<file path="config.mk">
export PLATFORM = sky130hd
export DESIGN_NAME = shift_add_accumulator
export DESIGN_NICKNAME = d
export VERILOG_FILES = /design/src/rtl/multiplier_pkg.sv /design/src/rtl/bit_counter.sv /design/src/rtl/shift_add_accumulator.sv
export SDC_FILE = /design/constraint.sdc
export NUM_CORES = 1
export LEC_CHECK = 0
export CORE_MARGIN = 8
export CORE_UTILIZATION = 40
export DETAILED_ROUTE_END_ITERATION = 10
export PLACE_DENSITY = 0.67
export RECOVER_POWER = 100
export SYNTH_ARGS = -nofsm -noshare
export SYNTH_HDL_FRONTEND = slang
export SYNTH_SLANG_ARGS = --single-unit
</file>
<file path="constraint.sdc">
create_clock -name clk -period 2.2 [get_ports clk]
set_input_delay 0.33 -clock clk [delete_from_list [all_inputs] [get_ports clk]]
set_output_delay 0.33 -clock clk [all_outputs]
set_load 0.03 [all_outputs]
</file>
<file path="src/rtl/multiplier_pkg.sv">
// Shared types and sizing for the shift-add multiplier datapath.
package multiplier_pkg;

   typedef enum logic [1:0] {
      S_IDLE  = 2'd0,
      S_LOAD  = 2'd1,
      S_ACCUM = 2'd2,
      S_DONE  = 2'd3
   } state_t;

   localparam int DEFAULT_WORD_LENGTH = 8;

   // A one-bit operand still needs a one-bit counter, which $clog2(1) would not give.
   function automatic int counter_width(input int wl);
      return (wl > 1) ? $clog2(wl) : 1;
   endfunction

   localparam int COUNTER_WIDTH = counter_width(DEFAULT_WORD_LENGTH);

endpackage

</file>
<file path="src/rtl/bit_counter.sv">
// Bit-position counter with synchronous clear, enable and a terminal flag.
// Terminal is decoded from the held count, so it is valid in the cycle the last bit is consumed.
module bit_counter
   import multiplier_pkg::*;
#(
   parameter int                 WIDTH    = COUNTER_WIDTH,
   parameter logic [WIDTH-1:0]   TERMINAL = '1
) (
   input  logic clk,
   input  logic reset,
   input  logic clear,
   input  logic enable,
   output logic terminal
);

   logic [WIDTH-1:0] count;

   always_ff @(posedge clk or negedge reset) begin
      if (!reset) begin
         count <= '0;
      end else if (clear) begin
         count <= '0;
      end else if (enable) begin
         count <= count + WIDTH'(1);
      end
   end

   assign terminal = (count == TERMINAL);

endmodule

</file>
<file path="src/rtl/shift_add_accumulator.sv">
// Shift-add multiplier control and accumulator; operands come from external shift registers.
// Result after WORD_LENGTH+2 cycles from start; start is only accepted while ready (IDLE).
module shift_add_accumulator
   import multiplier_pkg::*;
#(
   parameter int WORD_LENGTH = DEFAULT_WORD_LENGTH
) (
   input  logic                       clk,
   input  logic                       reset,
   input  logic                       start,
   input  logic [2*WORD_LENGTH-1:0]   multiplicandShifted,
   input  logic                       multiplierBit,
   output logic                       load,
   output logic                       shift,
   output logic [2*WORD_LENGTH-1:0]   product,
   output logic                       ready,
   output logic                       done
);

   localparam int            CW   = counter_width(WORD_LENGTH);
   localparam logic [CW-1:0] LAST = CW'(WORD_LENGTH - 1);

   state_t state;
   state_t state_nxt;
   logic   cnt_last;

   bit_counter #(
      .WIDTH    (CW),
      .TERMINAL (LAST)
   ) u_bit_counter (
      .clk      (clk),
      .reset    (reset),
      .clear    (load),
      .enable   (shift),
      .terminal (cnt_last)
   );

   always_comb begin
      state_nxt = state;
      case (state)
         S_IDLE:  if (start) state_nxt = S_LOAD;
         S_LOAD:  state_nxt = S_ACCUM;
         S_ACCUM: if (cnt_last) state_nxt = S_DONE;
         S_DONE:  state_nxt = S_IDLE;
         default: state_nxt = S_IDLE;
      endcase
   end

   always_ff @(posedge clk or negedge reset) begin
      if (!reset) begin
         state <= S_IDLE;
      end else begin
         state <= state_nxt;
      end
   end

   // Product is cleared on acceptance so the last result stays visible while idle.
   always_ff @(posedge clk or negedge reset) begin
      if (!reset) begin
         product <= '0;
      end else if (state == S_IDLE && start) begin
         product <= '0;
      end else if (state == S_ACCUM && multiplierBit) begin
         product <= product + multiplicandShifted;
      end
   end

   assign ready = (state == S_IDLE);
   assign load  = (state == S_LOAD);
   assign shift = (state == S_ACCUM);
   assign done  = (state == S_DONE);

endmodule

</file>
Word level (Yosys, flattened, before mapping)
Index checks and enable logic that the tools add are counted.
- logic and storage cells: 24
- input port bits: 20
- register bits: 21
- output and inout bits: 20
- add/sub/neg operators: 2
- multiplexer cells: 7
- reductions and logical operators: 6
- equal/unequal tests: 6
- operator list (kind ; count):
    $mux 16 ; 2
    $add 16x16->16 ; 1
    $pmux 2 s4 ; 1
    $mux 3 ; 2
    $eq 2x2->1 const B ; 2
    $mux 2 ; 2
    $reduce_bool 2->1 ; 2
    $add 3x1->3 const B ; 1
    $eq 3x3->1 const B ; 1
    $eq 2x1->1 const B ; 1
    $logic_and 1x1->1 ; 2
    $logic_not 2->1 ; 1
    $ne 2x1->1 const B ; 1
    $ne 2x2->1 const B ; 1
    $reduce_and 2->1 ; 1

Longest topological paths before layout
- depth after elaboration: 4
- depth in mapped cells: 9
- depth with buffers taken out: 9

Cells and area by module
A second synthesis with hierarchy kept.
- cells, all modules: 174
- area, all modules: 1571.5 µm²
- modules (own cells, without submodules) (module ; area an instance (µm²) ; cells an instance ; times used):
    shift_add_accumulator ; 1431.4 ; 163 ; 1
    bit_counter ; 140.1 ; 11 ; 1

Worst setup path before layout
OpenSTA, ideal clock, no wires.
- path kind: reg-to-reg
- start: reg product[0]
- end: reg product[14]
- cell stages (with the launch flop): 10
- arrival time: 2.072 ns
- path slack: -0.001 ns
- clock period less this slack: 2.201 ns
- setup time: 0.129 ns
- path through: dfrtp_1 ha_1 inv_1 fa_1 nor2b_1 o211ai_1 a31oi_1 a31oi_1 mux2i_1 nand3_1
- longest elaborated chain between the ends: 3
- ends and longest elaborated chain (item ; RTL line ; text):
    start: declaration ; shift_add_accumulator.sv:15 ; output logic [2*WORD_LENGTH-1:0] product,
    start signal: assignment ; shift_add_accumulator.sv:64 ; product <= product + multiplicandShifted;
    $add 16x16->16 ; shift_add_accumulator.sv:64 ;
    $mux 16 ; shift_add_accumulator.sv:63 ; end else if (state == S_ACCUM && multiplierBit) begin
    $mux 16 ; shift_add_accumulator.sv:61 ; end else if (state == S_IDLE && start) begin
Every way passes these cells. The select of a mux whose other input is x is not followed.
A chain may end at the register's enable or synchronous reset.

Worst setup path in the final report
- start: in multiplicandShifted[9]
- end: reg product[15]
- longest elaborated chain between the ends: 3
- ends and longest elaborated chain (item ; RTL line ; text):
    start: declaration ; shift_add_accumulator.sv:11 ; input logic [2*WORD_LENGTH-1:0] multiplicandShifted,
    $add 16x16->16 ; shift_add_accumulator.sv:64 ;
    $mux 16 ; shift_add_accumulator.sv:63 ;
    $mux 16 ; shift_add_accumulator.sv:61 ;
Every way passes these cells. The select of a mux whose other input is x is not followed.

==> run_results.csv <==
group,metric,value,unit
critical_path,r2r_cells,9,
hold_path,min_path_cells,3,
logic_synthesis,netlist_instances,177,
finish,syn_to_final_growth,49.3,%
sta,worst_slack,0.134,ns
floorplanning,dieArea,6270,sq um
route,drtIter0Drc,28,
sta,whs,0.480,ns
clock_tree,clk_latency,0.27,ns
critical_path,startpoint_type,"input port",
run,maxCapViolCount,0,
clock_tree,cts_buffers,3,
sta,skew,0.00999,ns
placed_design,hpwl,3190,microns
clock_tree,cts_tree,"yes",
floorplanning,row_count,23,
clock_tree,path_clk_slew,0.08,ns
route,vias,1514,
sta,max_slew_margin,0.218,
clock_tree,cts_sinks,21,
placed_design,dp_slack,-0.304,ns
power_and_ir_drop,ir_worst_vdd,0.632,mV
critical_path,end_kind,"flip-flop",
finish,drive_gt1_frac,0.202,
floorplanning,fp.dieW,79.2,microns
critical_path,arrival,2.21,ns
clock_tree,cts_root_buf,"clkbuf_8",
route,drc,0,
critical_path,timing.rr.end,"product[13]",
logic_synthesis,syn_area_per_cell,9.02,sq um
floorplanning,die_height,79.2,microns
sta,setup_violations,0,
logic_synthesis,synth.distinct_cells,41,
logic_synthesis,yosysTopAreaCell,"dfrtp_1",
sta,period_minus_slack,2.07,ns
global_routing,grt_overflow,0,
sta,worstMarginPinSlew,1.17,ns
logic_synthesis,synth-warning-count,0,
global_routing,grt_pass1_wl,6720,microns
critical_path,reg2reg_from,"product[0]",
finish,final_nets,290,
finish,final_common_cell,"buf_4",
sta,hold_viol,0,
placed_design,place_congestion,0.811,
hold_path,hold_class,"in -> reg",
floorplanning,start_util,0.408,
sta,finalCritPeriodShare,0.939,
clock_tree,clockBufferDepth,2,
floorplanning,core_area,3910,sq um
placed_design,post_dp_cell_area,2240,sq um
hold_path,holdPathEnd,"product[0]",
route,first_pass_iters,4,
critical_path,cp.required,2.34,ns
global_routing,grt_pass1_vias,1580,
clock_tree,htree_levels,1,
logic_synthesis,yosys-top-cells-area,"dfrtp_1 33%, ha_1 16%, o21ai_0 5.3%",
logic_synthesis,syn_area,1600,sq um
finish,antennaDiodeCount,0,
critical_path,crit_type,"in -> reg",
logic_synthesis,synth_seq_cells,21,
logic_synthesis,synth.net_count,219,
global_routing,grt_use_total,0.129,
route,vias_per_cell,5.10,
placed_design,portBuffers,39,
finish,post-route-cell-area,2380,sq um
placed_design,dp.cells,290,
power_and_ir_drop,power_density,1220,nW/um^2
logic_synthesis,synth-seq-area-share,0.329,
sta,timing.fmax,484,MHz
floorplanning,ios,40,
global_routing,antenna_found_initial,0,
global_routing,grt_max_degree,22,
critical_path,r2r_setup_slack,0.14,ns
route,ant_nets,0,
logic_synthesis,synth_top_cell_area_share,0.329,
run_status,outcome,"finished clean",
route,routed_wl,4080,microns
finish,stdcell_count,297,
hold_path,min-delay-start,"multiplicandShifted[0]",
route,wire_per_inst,13.8,microns
finish,final_cell_mix,"29 x buf_4, 20 x nand2_1, 20 x dfrtp_1",
finish,final_core_util,0.609,
power_and_ir_drop,leakagePower,1.17,nW
critical_path,path_max_fanout,4,
sta,slew_viol_final,0,
## worst max path at each step
stage	from	end	slack, ns
after floorplan	product[0]	product[14]	0.1
after global placement	multiplicandShifted[0]	product[14]	-0.23
after detailed placement	multiplicandShifted[0]	product[14]	-0.30
after CTS	multiplicandShifted[1]	product[15]	0.03
after global routing	product[0]	product[14]	-0.02
final	multiplicandShifted[9]	product[15]	0.13
## critical path, stage by stage
cell,delay [ns]
clkdlybuf4s50_1,0.41
ha_1,0.32
buf_4,0.16
nand2_1,0.08
buf_4,0.10
nor2_1,0.04
and4_4,0.19
o21a_1,0.20
o311ai_2,0.25
o41ai_1,0.11
## power by group
group,internal [W],switching [W]
Combinational,0.000926,0.00105
Clock,0.000126,0.000140
Sequential,0.000537,0.000116
Total,0.00159,0.00131
## state kept, by name (all words and copies together), names as in the netlist
| name | flops |
|---|---|
| u_bit_counter.count | 3 |
| state | 2 |
| product | 16 |
## cells in the mapped netlist
cell type and count:
a311o_1 1, o311ai_1 1, nand3b_1 1, o21a_1 2, nand3_1 3, a31oi_1 3
and2_1 3, and4_4 1, a21bo_2 1, and2_2 1, inv_1 14, nor2_1 3
a32oi_1 1, mux2i_1 3, a21o_1 3, nand2b_1 3, a31o_2 1, clkbuf_1 3
a22oi_1 1, o22ai_1 2, a211oi_2 1, and3_1 2, a211oi_1 1, mux2_2 1
o41ai_1 1, xnor2_1 5, fa_1 1, o211ai_1 5, nand2_1 20, or4_1 1
o21bai_1 1, nor2b_1 3, xor2_1 5, ha_1 21, a21oi_1 14, o21ai_0 17
a22o_1 1, dfrtp_1 21, a21oi_2 1, o31ai_1 1, nor3_1 3
## timing repair
| action | in CTS | in global routing |
|---|---|---|
| gates cloned | 0 | 0 |
| pin swaps | 0 | 8 |
| setup endpoints to repair | 3 | 5 |
| hold buffers | 0 | 0 |
| buffers inserted | 0 | 3 |
| resized for setup | 1 | 16 |
## per-layer routing
layer	global-route usage	vias up	wire [microns]
li1	-	777	-
met1	0.149	709	1850
met2	0.233	24	2050
met3	0.0305	4	148
met4	0.0278	0	30
met5	0	-	0
## kinds of logic after synthesis
group           count (synthesis)  share of synthesized area
flops                          21                      0.329
simple gates                   44                      0.137
compound gates                 59                      0.236
buf+inv                        17                     0.0400
fa+ha+maj                      22                      0.177
mux                             4                     0.0259
xor+xnor                       10                     0.0549
## stage by stage
stage | power [W] | setup TNS (ns)
after floorplan | 0.00186 | 0
after global placement | 0.00256 | -1.31
after detailed placement | 0.00260 | -1.64
after CTS | 0.00288 | 0
after global routing | 0.00315 | -0.0212
final | 0.00290 | 0
## layout make-up
cell class,count,area (sq um)
timing repair buffer,69,619
inverter,14,52.6
fill,377,1530
multi-input combinational,139,1080
sequential,21,527
clock inverter,1,5.00
clock buffer,3,41.3
tap,50,62.6
Note: power is estimated with default switching activity, not from simulation.
